==> config.mk <==
export PLATFORM = sky130hd
export DESIGN_NAME = id_ex_stage_reg
export DESIGN_NICKNAME = d
export VERILOG_FILES = /design/src/rtl/id_ex_stage_reg_pkg.sv /design/src/rtl/id_ex_stage_reg_hazard_detect.sv /design/src/rtl/id_ex_stage_reg.sv
export SDC_FILE = /design/constraint.sdc
export NUM_CORES = 1
export LEC_CHECK = 0
export BUFFER_PORTS_ARGS = -buffer_cell sky130_fd_sc_hd__clkbuf_2
export CAP_MARGIN = 0
export CORE_MARGIN = 3
export CORE_UTILIZATION = 32
export DETAILED_ROUTE_END_ITERATION = 8
export GPL_ROUTABILITY_DRIVEN = 0
export SLEW_MARGIN = 5
export SYNTH_ARGS = -nofsm -noshare
export SYNTH_HDL_FRONTEND = slang
export SYNTH_SLANG_ARGS = --single-unit
==> constraint.sdc <==
create_clock -name clk -period 3.1 [get_ports clk]
set_input_delay 0.31 -clock clk [delete_from_list [all_inputs] [get_ports clk]]
set_output_delay 0.31 -clock clk [all_outputs]
set_load 0.02 [all_outputs]
==> src/rtl/id_ex_stage_reg_pkg.sv <==
// Shared MIPS32 definitions for the ID/EX stage: control-bit bundle, ALUOp codes,
// the zero register number and the operand-field hazard match.
package id_ex_stage_reg_pkg;

  localparam int DATA_W_DEFAULT = 32;
  localparam int CTRL_W         = 8;

  localparam logic [1:0] ALUOP_ADD   = 2'b00;
  localparam logic [1:0] ALUOP_SUB   = 2'b01;
  localparam logic [1:0] ALUOP_RTYPE = 2'b10;

  localparam logic [4:0] REG_ZERO = 5'd0;

  typedef struct packed {
    logic       reg_write;
    logic       mem_to_reg;
    logic       mem_read;
    logic       mem_write;
    logic       alu_src;
    logic       reg_dst;
    logic [1:0] alu_op;
  } ctrl_t;

  localparam ctrl_t CTRL_BUBBLE = ctrl_t'(8'd0);

  // A write to $zero never creates a dependency.
  function automatic logic fields_match(input logic [4:0] ex_rt,
                                        input logic [4:0] id_rs,
                                        input logic [4:0] id_rt);
    return (ex_rt != REG_ZERO) && ((ex_rt == id_rs) || (ex_rt == id_rt));
  endfunction

endpackage

==> src/rtl/id_ex_stage_reg_hazard_detect.sv <==
// Load-use hazard detection: flags a load in EX whose destination is a source
// of the instruction in ID, and derives the PC / IF-ID write enables.
module hazard_detect
  import id_ex_stage_reg_pkg::*;
(
  input  logic       ex_mem_read,
  input  logic       ex_valid,
  input  logic [4:0] ex_rt_field,
  input  logic [4:0] id_rs_field,
  input  logic [4:0] id_rt_field,
  input  logic       hold,
  output logic       hz,
  output logic       pc_write,
  output logic       if_id_write
);

  // Hazard and stall enables are purely combinational.
  always_comb begin
    hz          = ex_mem_read & ex_valid & fields_match(ex_rt_field, id_rs_field, id_rt_field);
    pc_write    = ~(hz | hold);
    if_id_write = ~(hz | hold);
  end

endmodule

==> src/rtl/id_ex_stage_reg.sv <==
// ID/EX pipeline register with load-use bubble insertion and a saturating
// count of hazard bubbles.
module id_ex_stage_reg
  import id_ex_stage_reg_pkg::*;
#(
  parameter int DATA_W = DATA_W_DEFAULT,
  parameter int CNT_W  = 16
) (
  input  logic              clk,
  input  logic              rst_n,
  input  logic              flush,
  input  logic              hold,
  input  logic              ID_RegWrite,
  input  logic              ID_MemtoReg,
  input  logic              ID_MemRead,
  input  logic              ID_MemWrite,
  input  logic              ID_ALUSrc,
  input  logic              ID_RegDst,
  input  logic [1:0]        ID_ALUOp,
  input  logic [DATA_W-1:0] ID_ReadData1,
  input  logic [DATA_W-1:0] ID_ReadData2,
  input  logic [DATA_W-1:0] ID_SignImm,
  input  logic [DATA_W-1:0] ID_PC4,
  input  logic [4:0]        IF_ID_RS_field,
  input  logic [4:0]        IF_ID_RT_field,
  input  logic [4:0]        IF_ID_RD_field,
  output logic              ID_EX_RegWrite,
  output logic              ID_EX_MemtoReg,
  output logic              ID_EX_MemRead,
  output logic              ID_EX_MemWrite,
  output logic              ID_EX_ALUSrc,
  output logic              ID_EX_RegDst,
  output logic [1:0]        ID_EX_ALUOp,
  output logic [DATA_W-1:0] ID_EX_ReadData1,
  output logic [DATA_W-1:0] ID_EX_ReadData2,
  output logic [DATA_W-1:0] ID_EX_SignImm,
  output logic [DATA_W-1:0] ID_EX_PC4,
  output logic [4:0]        ID_EX_RS_field,
  output logic [4:0]        ID_EX_RT_field,
  output logic [4:0]        ID_EX_RD_field,
  output logic              ID_EX_Valid,
  output logic              PC_Write,
  output logic              IF_ID_Write,
  output logic [CNT_W-1:0]  Bubble_Count
);

  localparam logic [CNT_W-1:0] CNT_MAX = {CNT_W{1'b1}};

  ctrl_t              ctrl_in_s, ctrl_r, ctrl_n_s;
  logic               valid_r, valid_n_s;
  logic [4:0]         rs_r, rt_r, rd_r, rs_n_s, rt_n_s, rd_n_s;
  logic [DATA_W-1:0]  rd1_r, rd2_r, imm_r, pc4_r;
  logic [DATA_W-1:0]  rd1_n_s, rd2_n_s, imm_n_s, pc4_n_s;
  logic [CNT_W-1:0]   cnt_r, cnt_n_s;
  logic               hz_s;

  assign ctrl_in_s = '{reg_write: ID_RegWrite, mem_to_reg: ID_MemtoReg, mem_read: ID_MemRead,
                       mem_write: ID_MemWrite, alu_src: ID_ALUSrc, reg_dst: ID_RegDst,
                       alu_op: ID_ALUOp};

  hazard_detect u_hazard (
    .ex_mem_read (ctrl_r.mem_read),
    .ex_valid    (valid_r),
    .ex_rt_field (rt_r),
    .id_rs_field (IF_ID_RS_field),
    .id_rt_field (IF_ID_RT_field),
    .hold        (hold),
    .hz          (hz_s),
    .pc_write    (PC_Write),
    .if_id_write (IF_ID_Write)
  );

  // Priority mux: hold freezes, flush and hazards insert a bubble, else capture.
  always_comb begin
    ctrl_n_s  = ctrl_r;
    valid_n_s = valid_r;
    rs_n_s    = rs_r;
    rt_n_s    = rt_r;
    rd_n_s    = rd_r;
    rd1_n_s   = rd1_r;
    rd2_n_s   = rd2_r;
    imm_n_s   = imm_r;
    pc4_n_s   = pc4_r;
    cnt_n_s   = cnt_r;
    if (hold) begin
      cnt_n_s = cnt_r;
    end else if (flush || hz_s) begin
      ctrl_n_s  = CTRL_BUBBLE;
      valid_n_s = 1'b0;
      rs_n_s    = REG_ZERO;
      rt_n_s    = REG_ZERO;
      rd_n_s    = REG_ZERO;
      rd1_n_s   = {DATA_W{1'b0}};
      rd2_n_s   = {DATA_W{1'b0}};
      imm_n_s   = {DATA_W{1'b0}};
      pc4_n_s   = {DATA_W{1'b0}};
      // Only hazard bubbles are counted; a coincident flush takes precedence.
      if (!flush && (cnt_r != CNT_MAX)) begin
        cnt_n_s = cnt_r + {{(CNT_W-1){1'b0}}, 1'b1};
      end else begin
        cnt_n_s = cnt_r;
      end
    end else begin
      ctrl_n_s  = ctrl_in_s;
      valid_n_s = 1'b1;
      rs_n_s    = IF_ID_RS_field;
      rt_n_s    = IF_ID_RT_field;
      rd_n_s    = IF_ID_RD_field;
      rd1_n_s   = ID_ReadData1;
      rd2_n_s   = ID_ReadData2;
      imm_n_s   = ID_SignImm;
      pc4_n_s   = ID_PC4;
    end
  end

  // Stage register bank and bubble counter.
  always_ff @(posedge clk or negedge rst_n) begin
    if (!rst_n) begin
      ctrl_r  <= CTRL_BUBBLE;
      valid_r <= 1'b0;
      rs_r    <= REG_ZERO;
      rt_r    <= REG_ZERO;
      rd_r    <= REG_ZERO;
      rd1_r   <= {DATA_W{1'b0}};
      rd2_r   <= {DATA_W{1'b0}};
      imm_r   <= {DATA_W{1'b0}};
      pc4_r   <= {DATA_W{1'b0}};
      cnt_r   <= {CNT_W{1'b0}};
    end else begin
      ctrl_r  <= ctrl_n_s;
      valid_r <= valid_n_s;
      rs_r    <= rs_n_s;
      rt_r    <= rt_n_s;
      rd_r    <= rd_n_s;
      rd1_r   <= rd1_n_s;
      rd2_r   <= rd2_n_s;
      imm_r   <= imm_n_s;
      pc4_r   <= pc4_n_s;
      cnt_r   <= cnt_n_s;
    end
  end

  assign ID_EX_RegWrite  = ctrl_r.reg_write;
  assign ID_EX_MemtoReg  = ctrl_r.mem_to_reg;
  assign ID_EX_MemRead   = ctrl_r.mem_read;
  assign ID_EX_MemWrite  = ctrl_r.mem_write;
  assign ID_EX_ALUSrc    = ctrl_r.alu_src;
  assign ID_EX_RegDst    = ctrl_r.reg_dst;
  assign ID_EX_ALUOp     = ctrl_r.alu_op;
  assign ID_EX_ReadData1 = rd1_r;
  assign ID_EX_ReadData2 = rd2_r;
  assign ID_EX_SignImm   = imm_r;
  assign ID_EX_PC4       = pc4_r;
  assign ID_EX_RS_field  = rs_r;
  assign ID_EX_RT_field  = rt_r;
  assign ID_EX_RD_field  = rd_r;
  assign ID_EX_Valid     = valid_r;
  assign Bubble_Count    = cnt_r;

endmodule
==> metrics.md, run 1 <==
| Metric | Value |
|---|---|
| H-tree depth | `4` |
| Req. time, crit path | `2.79 ns` |
| Post-synth ARST share | `1.000` |
| Max_slew headroom | `0.3846` |
| Root buffer cell | `clkbuf_16` |
| Storage cell area | `roughly 4200 um^2` |
| VDD IR max | `0.0003016 V` |
| Setup TNS | `0 ns` |
| Sequential Power Share | `0.467` |
| Top cells by count, synth | `dfrtp_1 (168), a22o_1 (151), xor2_1 (23)` |
| Pre-CTS setup slack | `0.8858 ns` |
| Num rows | `50` |
| CTS Buffer Depth | `2` |
| Clk pwr share | `0.381` |
| Total number of vias | `4,878` |
| Syn nets | `594` |
| Maxcap violations | `0` |
| Num CTS Buffers | `17` |
| Hold path cells | `2` |
| Fin crit share | `0.8276` |
| Cell with the most instances after synthesis | `dfrtp_1` |
| Post-DP HPWL | `about 12,000 um` |
| Tightest Hold Check Type | `input port to flop` |
| First-pass GRT wire length | `27,900 um` |
| Setup Skew | `0.01345 ns` |
| Routed wire length | `between 15,000 and 20,000 um` |
| Post-synth top area share | `0.6656` |
| Worst-Skew Late Latency | `approximately 0.42 ns` |
| Core area | `~19,000 um^2` |
| Chip height | `146.5 um` |
| Grt total ovfl | `0` |
| Pwr dens | `603.0 nW/um^2` |
| Iteration-0 DRC Markers | `181` |
| Area occupied by multi-input gates | `1873 um^2` |
| Crit Path Max Fanout | `16` |
| Distinct cells, synth | `26` |
| Hold endpoint | `ID_EX_SignImm[20]` |
| CP Class | `flop to output pin` |
| Final Hold Vio Count | `0` |
| Pwr Total | `0.005247 W` |
| Fillers | `1,829` |
| Pin count of the biggest net entering global routing | `90` |
| Max-slew violations | `0` |
| Main flop type after synthesis | `dfrtp_1` |
| Synth top area cells | `dfrtp_1 (67%), a22o_1 (21%), xor2_1 (3.2%), buf_6 (1.6%), clkbuf_1 (1.2%)` |
| Final worst-path setup slack | `0.5345 ns` |
| Synth Area per Inst | `14.42 um^2` |
| FMAX | `0.3898 GHz` |
| RSZ-0062 raised after global routing | `no` |
| Nets@finish | `~910` |
| Post-synth EDFFs | `0` |
| Cell Area, Synth | `6316 um^2` |
| Hold_ws | `between 0.1 and 0.15 ns` |
| Reg2reg path depth | `5` |
| DR vias/cell | `4.759` |
| Initial antenna violation count | `0` |
| Clk slew on worst S/H paths | `0.07 ns` |
| Register bit total from synthesis | `168` |
| Critical Path AT | `2.26 ns` |
| N_diodes | `0` |
| Hold path startpoint | `ID_SignImm[20]` |
| Area delta synth->final | `37.78%` |
| All-Layer GR Usage | `0.1608` |
| Number of synthesis warnings | `0` |
| CTS tree | `done` |
| Finished Cell Area | `8702 um^2` |
| Post-CTS Setup Bufs | `0` |
| Worst R2R End | `ID_EX_SignImm[30]` |
| Internal cell power | `approximately 0.0038 W` |
| CP Capture Type | `output pin` |
| Syn Inst Count | `438` |
| Post-DR wirelength/cell | `17.08 um` |
| Die width | `146.5 um` |
| Slew @ Worst Pin | `0.9231 ns` |
| ANT nets after route | `0` |
| Reg-to-Reg Start | `ID_EX_RT_field[0]` |
| Num ports | `325` |
| Initial Utilization | `0.3321` |
| Worst reg-to-reg setup slack | `between 0.8 and 0.9 ns` |
| Placed cell area | `8137 um^2` |
| DRC | `0` |
| Buffers added on ports | `324` |
| Comb power frac | `0.151` |
| Static leakage | `~4.8 nW` |
| Status | `complete, no violations` |
| Crit path time final | `between 2 and 3 ns` |
| Number of global-route vias before repair | `5,019` |
| Synth area leader | `dfrtp_1` |
| Setup violators final | `0` |
| Resized Gates After CTS | `0` |
| Switching Share | `0.2794` |
| Die area | `21,460 um^2` |
| Startpoint Class | `flop` |
| Share of layout cells above drive strength 1 | `0.4810` |
| Pre-antenna DRT Iters | `4` |
| Register area share after synthesis | `0.6656` |
| CTS sink cnt | `168` |
| NetSw | `around 0.0015 W` |
==> worst max-delay path by stage <==
stage                            from             endpoint  slack (ns)  depth (start not counted)
detailed placement  ID_EX_RT_field[0]  ID_EX_ReadData2[31]        0.89                          5
global placement    ID_EX_RT_field[0]    ID_EX_SignImm[10]        0.93                          5
finish              ID_EX_RT_field[0]          IF_ID_Write        0.53                          6
floorplan           ID_EX_RT_field[0]             PC_Write        0.61                          6
CTS                 ID_EX_RT_field[0]          IF_ID_Write        0.51                          6
global route        ID_EX_RT_field[0]          IF_ID_Write        0.42                          6
==> cell type report <==
class | count | area share
inverters | 5 | 0.002157
multi-input cells | 227 | 0.2152
flip-flops and latches | 168 | 0.4831
clock buffers | 19 | 0.04975
repair buffers | 333 | 0.1983
well taps | 260 | 0.03738
clock inverters | 13 | 0.01409
==> placed cells by master, fill, tap and decap left out, types with 2 or more instances in the layout <==
master      instances
a21o_1              2
inv_1               5
clkbuf_2          322
nand3_1             7
buf_12              2
a22o_1            151
xnor2_1             2
nand4_1             5
nor3_1              5
clkinv_2            2
clkbuf_16          17
inv_6               3
dfrtp_1           168
nor2_1              7
clkinv_4            3
clkbuf_1            2
nand2_1             3
nor4_1             12
clkinvlp_4          4
xor2_1             23
buf_4               7
==> timing repair <==
item | in CTS | in global routing
hold buffers | 1 | 0
endpoints found under the hold margin | 41 | 0
endpoints found under the setup margin | 0 | 0
==> metal layers <==
layer	share of wire	vias up	track usage
li1	-	2296	-
met5	0	-	0
met4	0.017	0	0.04986
met1	0.44	2332	0.2088
met2	0.46	228	0.2510
met3	0.085	22	0.06083
==> through the flow <==
stage	cells	utilization
global placement	992	0.4278
finish	1025	0.4576
CTS	1025	0.4576
detailed placement	992	0.4278
floorplan	438	-
global route	1025	0.4576
==> kinds of logic after synthesis <==
family	Yosys count	share of synthesized area
flip-flops	168	0.6656
AO/OA/AOI/OAI	156	0.2187
AND/OR/NAND/NOR	44	0.03843
buffers and inverters	43	0.03883
XOR/XNOR	25	0.03467
multiplexers	1	0.001783
adder cells (fa/ha/maj)	1	0.001981
==> power groups by stage <==
stage | sequential (W) | combinational, W | clock, W
finish | 0.00245 | 0.000794 | 0.00200
global route | 0.00247 | 0.000858 | 0.00215
CTS | 0.00245 | 0.000808 | 0.00207
detailed placement | 0.00249 | 0.000809 | 0
global placement | 0.00249 | 0.000799 | 0
floorplan | 0.00268 | 0.000240 | 0
==> registers in the layout (all words and copies together) (netlist names), 2 cells and up <==
register,cells
ID_EX_ReadData2,32
ID_EX_RD_field,5
ID_EX_RT_field,5
Bubble_Count,16
ID_EX_ReadData1,32
ID_EX_SignImm,32
ID_EX_ALUOp,2
ID_EX_RS_field,5
ID_EX_PC4,32
==> worst max-delay path: stages, from the launching register on <==
cell      delay [ns]
dfrtp_1         0.44
or4_4           0.57
o211ai_4        0.18
buf_4           0.24
nor2_1          0.06
nor2_1          0.15
clkbuf_2        0.20
Power figures use the tool's default switching activity.
==> run 2, diff against run 1 <==
==> constraint.sdc (replaced) <==
create_clock -name clk -period 2.1 [get_ports clk]
set_input_delay 0.21 -clock clk [delete_from_list [all_inputs] [get_ports clk]]
set_output_delay 0.21 -clock clk [all_outputs]
set_load 0.02 [all_outputs]
==> run 2 against run 1 <==
  * The flow now finishes with violations (negative setup slack)
  * Register-to-register slack lost 0.97 ns
  * Via count increased by 9.2%
  * Critical path depth did not move
  * Sequential cell count is the same
  * Combinational power up 75%
  * Die area is the same
  * First-iteration DRC count down 12%
  * Power increased by 52%
  * Clock-buffer cell count is 2 lower
  * Clock skew grew 0.0041 ns
  * Sequential share of layout area decreased by 5.6 points
  * Worst hold slack worse by 0.088 ns
==> metrics.md, run 2 (same netlist as run 1, synthesis figures left out) <==
| Metric | Value |
|---|---|
| Req. time, crit path | `1.89 ns (-0.90 ns)` |
| Num rows | `50 (unchanged)` |
| Setup TNS | `-5.873 ns (-5.873 ns)` |
| Setup violators final | `102 (+102)` |
| CTS tree | `done` |
| Die area | `21,460 um^2 (unchanged)` |
| Share of layout cells above drive strength 1 | `0.4563 (-0.02470)` |
| Final Hold Vio Count | `0 (unchanged)` |
| Placed insts | `996 (+0.40%)` |
| RSZ-0062 raised after global routing | `yes` |
| Number of global-route vias before repair | `5,567 (+11%)` |
| Pwr Total | `0.007968 W (+52%)` |
| Pin count of the biggest net entering global routing | `154 (+71%)` |
| DRC | `0 (unchanged)` |
| Most frequent cells in the layout | `clkbuf_2 (320), dfrtp_1 (165), a22o_1 (151)` |
| Crit path time final | `between 2 and 2.5 ns` |
| Failing checks | `negative setup slack` |
| Pre-antenna DRT Iters | `6 (+2)` |
| Post-DR wirelength/cell | `17.54 um (+2.7%)` |
| Crit Path Max Fanout | `5 (-11)` |
| CTS sink cnt | `168 (unchanged)` |
| Crit-path cells | `or4_4 -> o211ai_4 -> buf_8 -> nor2_4 -> nor2_4 -> clkbuf_8` |
| Num CTS Buffers | `17 (unchanged)` |
| Placed cell area | `8242 um^2 (+1.3%)` |
| Pwr dens | `808.1 nW/um^2 (+34%)` |
| Core area | `19,020 um^2 (unchanged)` |
| Iteration-0 DRC Markers | `160 (-12%)` |
| Fillers | `1,670 (-8.7%)` |
| Slowest stage delay, CP | `0.55 ns (-0.02 ns)` |
| Area delta synth->final | `56.12%` |
| Final worst-path setup slack | `-0.1177 ns (-0.6522 ns)` |
| Die width | `146.5 um (unchanged)` |
| Tightest Hold Check Type | `input port to flop` |
| Critical Path AT | `2.01 ns (-0.25 ns)` |
| ANT nets after route | `0 (unchanged)` |
| Area occupied by multi-input gates | `1893 um^2 (+1.1%)` |
| Worst-Skew Late Latency | `0.42 ns (about the same)` |
| First-pass GRT wire length | `30,390 um (+8.9%)` |
| DR vias/cell | `4.762 (about the same)` |
| Crit path buf inv count | `2 (unchanged)` |
| CP Class | `flop to output pin` |
| Worst path slowest cell | `or4_4` |
| Nets@finish | `1,004 (+11%)` |
| Storage cell area | `4208 um^2 (about the same)` |
| Num ports | `325 (unchanged)` |
| VDD IR max | `0.0004395 V (+46%)` |
| Grt total ovfl | `0 (unchanged)` |
| All-Layer GR Usage | `0.1742 (+0.01341)` |
| CTS Buffer Depth | `2 (unchanged)` |
| Post-DP HPWL | `12,270 um (-0.78%)` |
| Finished Layout Cells | `1,119 (+9.2%)` |
| Static leakage | `5.246 nW (+10%)` |
| Slew @ Worst Pin | `0.8042 ns (-0.1189 ns)` |
| Max-slew violations | `0 (unchanged)` |
| N_diodes | `0 (unchanged)` |
| FMAX | `0.4509 GHz` |
| Startpoint Class | `flop` |
| Total number of vias | `5,329 (+9.2%)` |
| Finished Cell Area | `9861 um^2 (+13%)` |
| Most frequent CP cell | `nor2_4` |
| Setup Skew | `0.01759 ns (+0.004133 ns)` |
| Buffers added on ports | `324 (unchanged)` |
| Routed wire length | `19,630 um (+12%)` |
| Root buffer cell | `clkbuf_16` |
| Commonest non-fill, non-tap cell in the layout | `clkbuf_2` |
| Chip height | `146.5 um (unchanged)` |
| Initial antenna violation count | `0 (unchanged)` |
| Max_slew headroom | `0.4639 (+0.07925)` |
| Delay-heaviest family, CP | `simple AND/OR/NAND/NOR gates` |
| CP Capture Type | `output pin` |
| Clk slew on worst S/H paths | `0.07 ns (about the same)` |
| Initial Utilization | `0.3321 (unchanged)` |
| Maxcap violations | `0 (unchanged)` |
| Status | `complete, but fails checks` |
| Fin crit share | `1.056` |
| H-tree depth | `4 (unchanged)` |
[run 2: cell count changes in the layout (fill, tap and decap cells not counted), sizes merged]
| cell | delta |
|---|---|
| inv | +2 |
| clkinv | -1 |
| clkinvlp | -1 |
| dlygate4sd3 | +78 |
| clkbuf | +2 |
| buf | +14 |
[run 2: layer usage]
metal	up-vias	GRT usage	wire, um	share of wire
li1	2486	-	-	-
met1	2587	0.2275	8513	0.43
met2	233	0.2815	9517	0.48
met3	23	0.04624	1266	0.064
met4	0	0.06115	333	0.017
met5	-	0	0	0
[run 2: area by class of cell]
type                    count  area share
repair buffers            429      0.2911
clock buffers              17     0.04314
multi-input cells         227      0.1920
clock inverters            13     0.01218
inverters                   5    0.001903
flip-flops and latches    168      0.4267
well taps                 260     0.03299
[run 2: timing repair]
item	4_1_cts	5_1_grt
endpoints found under the hold margin	118	0
setup buffers	2	5
gates resized for setup	8	8
hold buffers	79	0
setup endpoints to repair	2	81
pin swaps	3	33
gates cloned	0	7
[run 2: worst paths after layout]
kind | startpoint | to | slack, ns | depth (start not counted)
setup / recovery | ID_EX_RT_field[0] | PC_Write | -0.12 | 6
hold / removal | ID_ReadData2[25] | ID_EX_ReadData2[25] | 0.01 | 2
setup reg to reg | ID_EX_RT_field[0] | ID_EX_RD_field[1] | -0.10 | 8
hold reg to reg | Bubble_Count[10] | Bubble_Count[10] | 0.50 | 1
max in group asynchronous | rst_n | ID_EX_ReadData2[6] | 1.18 | 3
min in group asynchronous | rst_n | ID_EX_PC4[5] | 0.30 | 2
[run 2: through the flow]
stage | hold WS (ns) | setup slack [ns] | utilization
after floorplan | -0.08559 | 0.02115 | -
after global placement | 0.1722 | 0.1253 | 0.4334
after detailed placement | 0.1695 | 0.1127 | 0.4334
after CTS | 0.0003666 | -0.1566 | 0.5063
after global routing | 0.001030 | -0.2004 | 0.5185
final | 0.01363 | -0.1177 | 0.5185
[run 2: report_power, final]
part	internal [W]	total [W]	switching, W
registers	0.00347	0.00362	0.000149
clock network	0.00163	0.00296	0.00133
logic	0.000629	0.00139	0.000761
total	0.00573	0.00797	0.00224
==> run 3, diff against run 2 <==
--- a/config.mk
+++ b/config.mk
@@ -8,9 +8,10 @@
 export BUFFER_PORTS_ARGS = -buffer_cell sky130_fd_sc_hd__clkbuf_2
 export CAP_MARGIN = 0
 export CORE_MARGIN = 3
-export CORE_UTILIZATION = 32
+export CORE_UTILIZATION = 41
 export DETAILED_ROUTE_END_ITERATION = 8
 export GPL_ROUTABILITY_DRIVEN = 0
+export PLACE_DENSITY = 0.76
 export SLEW_MARGIN = 5
 export SYNTH_ARGS = -nofsm -noshare
 export SYNTH_HDL_FRONTEND = slang
==> run 3 against run 2 <==
  * The run still ends with negative setup slack left
  * Utilization up 13 points
  * Critical path depth unchanged
  * Largest power group unchanged
  * Cell count down 8.2%
  * Critical path type unchanged
  * Sequential cell count unchanged
  * Design area down 2.7%
==> metrics.md, run 3 (same netlist as run 1, synthesis figures left out) <==
| Metric | Value |
|---|---|
| Status | `complete, but fails checks` |
| Failing checks | `negative setup slack` |
| Pin count of the biggest net entering global routing | `86 (-44%)` |
| Crit path time final | `2.207 ns (-0.01045 ns)` |
| Grt total ovfl | `0 (unchanged)` |
| Worst path slowest cell | `or4_4` |
| Critical Path AT | `2.00 ns (about the same)` |
| CP Class | `flop to output pin` |
| Delay-heaviest family, CP | `simple AND/OR/NAND/NOR gates` |
| Max_slew headroom | `0.4146 (-0.04930)` |
| Pre-CTS setup slack | `0.1142 ns (+0.001455 ns)` |
| Num CTS Buffers | `17 (unchanged)` |
| Setup violators final | `64 (-37%)` |
| Fin crit share | `1.051 (-0.004978)` |
| Crit Path Max Fanout | `4 (-1)` |
| Crit path buf inv count | `2 (unchanged)` |
| Pre-antenna DRT Iters | `4 (-2)` |
| First-pass GRT wire length | `28,240 um (-7.1%)` |
| Iteration-0 DRC Markers | `292 (+83%)` |
| CP Capture Type | `output pin` |
| ANT nets after route | `0 (unchanged)` |
| All-Layer GR Usage | `0.2128 (+0.03857)` |
| H-tree depth | `4 (unchanged)` |
| Final worst-path setup slack | `-0.1072 ns (+0.01045 ns)` |
| Setup Skew | `0.01036 ns (-0.007226 ns)` |
| Pwr Total | `0.008202 W (+2.9%)` |
| Finished Layout Cells | `1,027 (-8.2%)` |
| Share of layout cells above drive strength 1 | `0.4644 (+0.008026)` |
| FMAX | `0.4531 GHz (+0.47%)` |
| Root buffer cell | `clkbuf_16` |
| Most frequent cells in the layout | `clkbuf_2 (320), dfrtp_1 (166), a22o_1 (151)` |
| Worst-Skew Late Latency | `0.42 ns (about the same)` |
| Max-slew violations | `0 (unchanged)` |
| Slew @ Worst Pin | `0.8782 ns (+0.07396 ns)` |
| Static leakage | `5.177 nW (-1.3%)` |
| VDD IR max | `0.0005204 V (+18%)` |
| Maxcap violations | `0 (unchanged)` |
| Hold_ws | `0.01216 ns (-0.001473 ns)` |
| Post-DR wirelength/cell | `18.90 um (+7.8%)` |
| Total number of vias | `5,396 (+1.3%)` |
| Most frequent CP cell | `nor2_4` |
| Routed wire length | `19,410 um (-1.1%)` |
| Fillers | `1,093 (-35%)` |
| Chip height | `130.1 um (-11%)` |
| CTS tree | `done` |
| Slowest stage delay, CP | `0.56 ns (about the same)` |
| Num ports | `325 (unchanged)` |
| Core area | `14,810 um^2 (-22%)` |
| Nets@finish | `985 (-1.9%)` |
| Initial antenna violation count | `0 (unchanged)` |
| Num rows | `44 (-12%)` |
| DR vias/cell | `5.254 (+10%)` |
| Die area | `16,930 um^2 (-21%)` |
| Setup TNS | `-1.404 ns (+4.468 ns)` |
| Die width | `130.1 um (-11%)` |
| Clk slew on worst S/H paths | `0.06 ns (about the same)` |
| Buffers added on ports | `324 (unchanged)` |
| Initial Utilization | `0.4265 (+0.09439)` |
| Post-DP HPWL | `12,720 um (+3.7%)` |
| Placed insts | `920 (-7.6%)` |
| DRC | `0 (unchanged)` |
| CTS Buffer Depth | `2 (unchanged)` |
| Crit-path cells | `or4_4 -> o211ai_4 -> buf_6 -> nor2_4 -> nor2_4 -> buf_8` |
| Area delta synth->final | `51.92%` |
| Startpoint Class | `flop` |
| RSZ-0062 raised after global routing | `yes` |
| Commonest non-fill, non-tap cell in the layout | `clkbuf_2` |
| CTS sink cnt | `168 (unchanged)` |
| Req. time, crit path | `1.89 ns (about the same)` |
| Final Hold Vio Count | `0 (unchanged)` |
| Pwr dens | `854.8 nW/um^2 (+5.8%)` |
| Number of global-route vias before repair | `5,587 (+0.36%)` |
| Tightest Hold Check Type | `input port to flop` |
## run 3: changes by cell type in the layout (fill, tap and decap cells not counted), sizes merged
cell	previous run	this run
clkbuf	343	346
buf	24	25
diode	0	1
dlygate4sd3	79	62
inv	10	5
clkinvlp	3	1
bufinv	1	3
clkinv	4	5
## run 3: final timing paths
| kind | from | endpoint | slack (ns) | cells past startpoint |
|---|---|---|---|---|
| setup / recovery | ID_EX_RT_field[0] | PC_Write | -0.11 | 6 |
| hold / removal | ID_ReadData1[31] | ID_EX_ReadData1[31] | 0.01 | 2 |
| setup reg to reg | ID_EX_RT_field[0] | ID_EX_SignImm[14] | -0.04 | 9 |
| hold reg to reg | Bubble_Count[10] | Bubble_Count[10] | 0.50 | 1 |
| max in group asynchronous | rst_n | ID_EX_ReadData2[3] | 1.12 | 3 |
| min in group asynchronous | rst_n | Bubble_Count[12] | 0.31 | 2 |
## run 3: cell type report
type                            count  area (um^2)  area share
Multi-Input combinational cell    227         1909      0.1990
Antenna cell                        1        2.502   0.0002608
Clock buffer                       23        478.0     0.04981
Inverter                            5        18.77    0.001956
Tap cell                          184        230.2     0.02399
Timing Repair Buffer              410         2609      0.2719
Sequential cell                   168         4207      0.4384
Clock inverter                      9        141.4     0.01473
## run 3: power breakdown
part	internal, W	total [W]	switching [W]
combinational	0.000596	0.00136	0.000761
clock	0.00198	0.00321	0.00123
sequential	0.00347	0.00363	0.000161
total	0.00604	0.00820	0.00216
## run 3: routing by layer
metal  wire length (um)  up-vias  global-route usage
met5                  0        -                   0
met3               1411       34             0.05444
met4                409        0             0.08741
met2              10030      254              0.3742
li1                   -     2448                   -
met1               7564     2660              0.2476
## run 3: timing repair
action | 4_1_cts | 5_1_grt
setup endpoints to repair | 2 | 42
gates cloned | 0 | 3
hold endpoints to repair | 105 | 1
buffers inserted | 6 | 3
resized for setup | 8 | 9
pin swaps | 5 | 2
hold buffers | 61 | 1
## run 3: per-stage QoR
step	utilization	cell area, um^2
floorplan	-	6342
global placement	0.5476	8109
detailed placement	0.5476	8109
CTS	0.6361	9420
global route	0.6478	9593
finish	0.6479	9595
## run 3: worst register-to-register path: cells and delay by family (launching register included)
kind / cells / cell delay (ns)
buffers and inverters: 4 / 0.65
DFF: 1 / 0.43
and+or+nand+nor: 1 / 0.20
AOI/OAI and AO/OA: 3 / 0.59
xor gates and xnor gates: 1 / 0.16
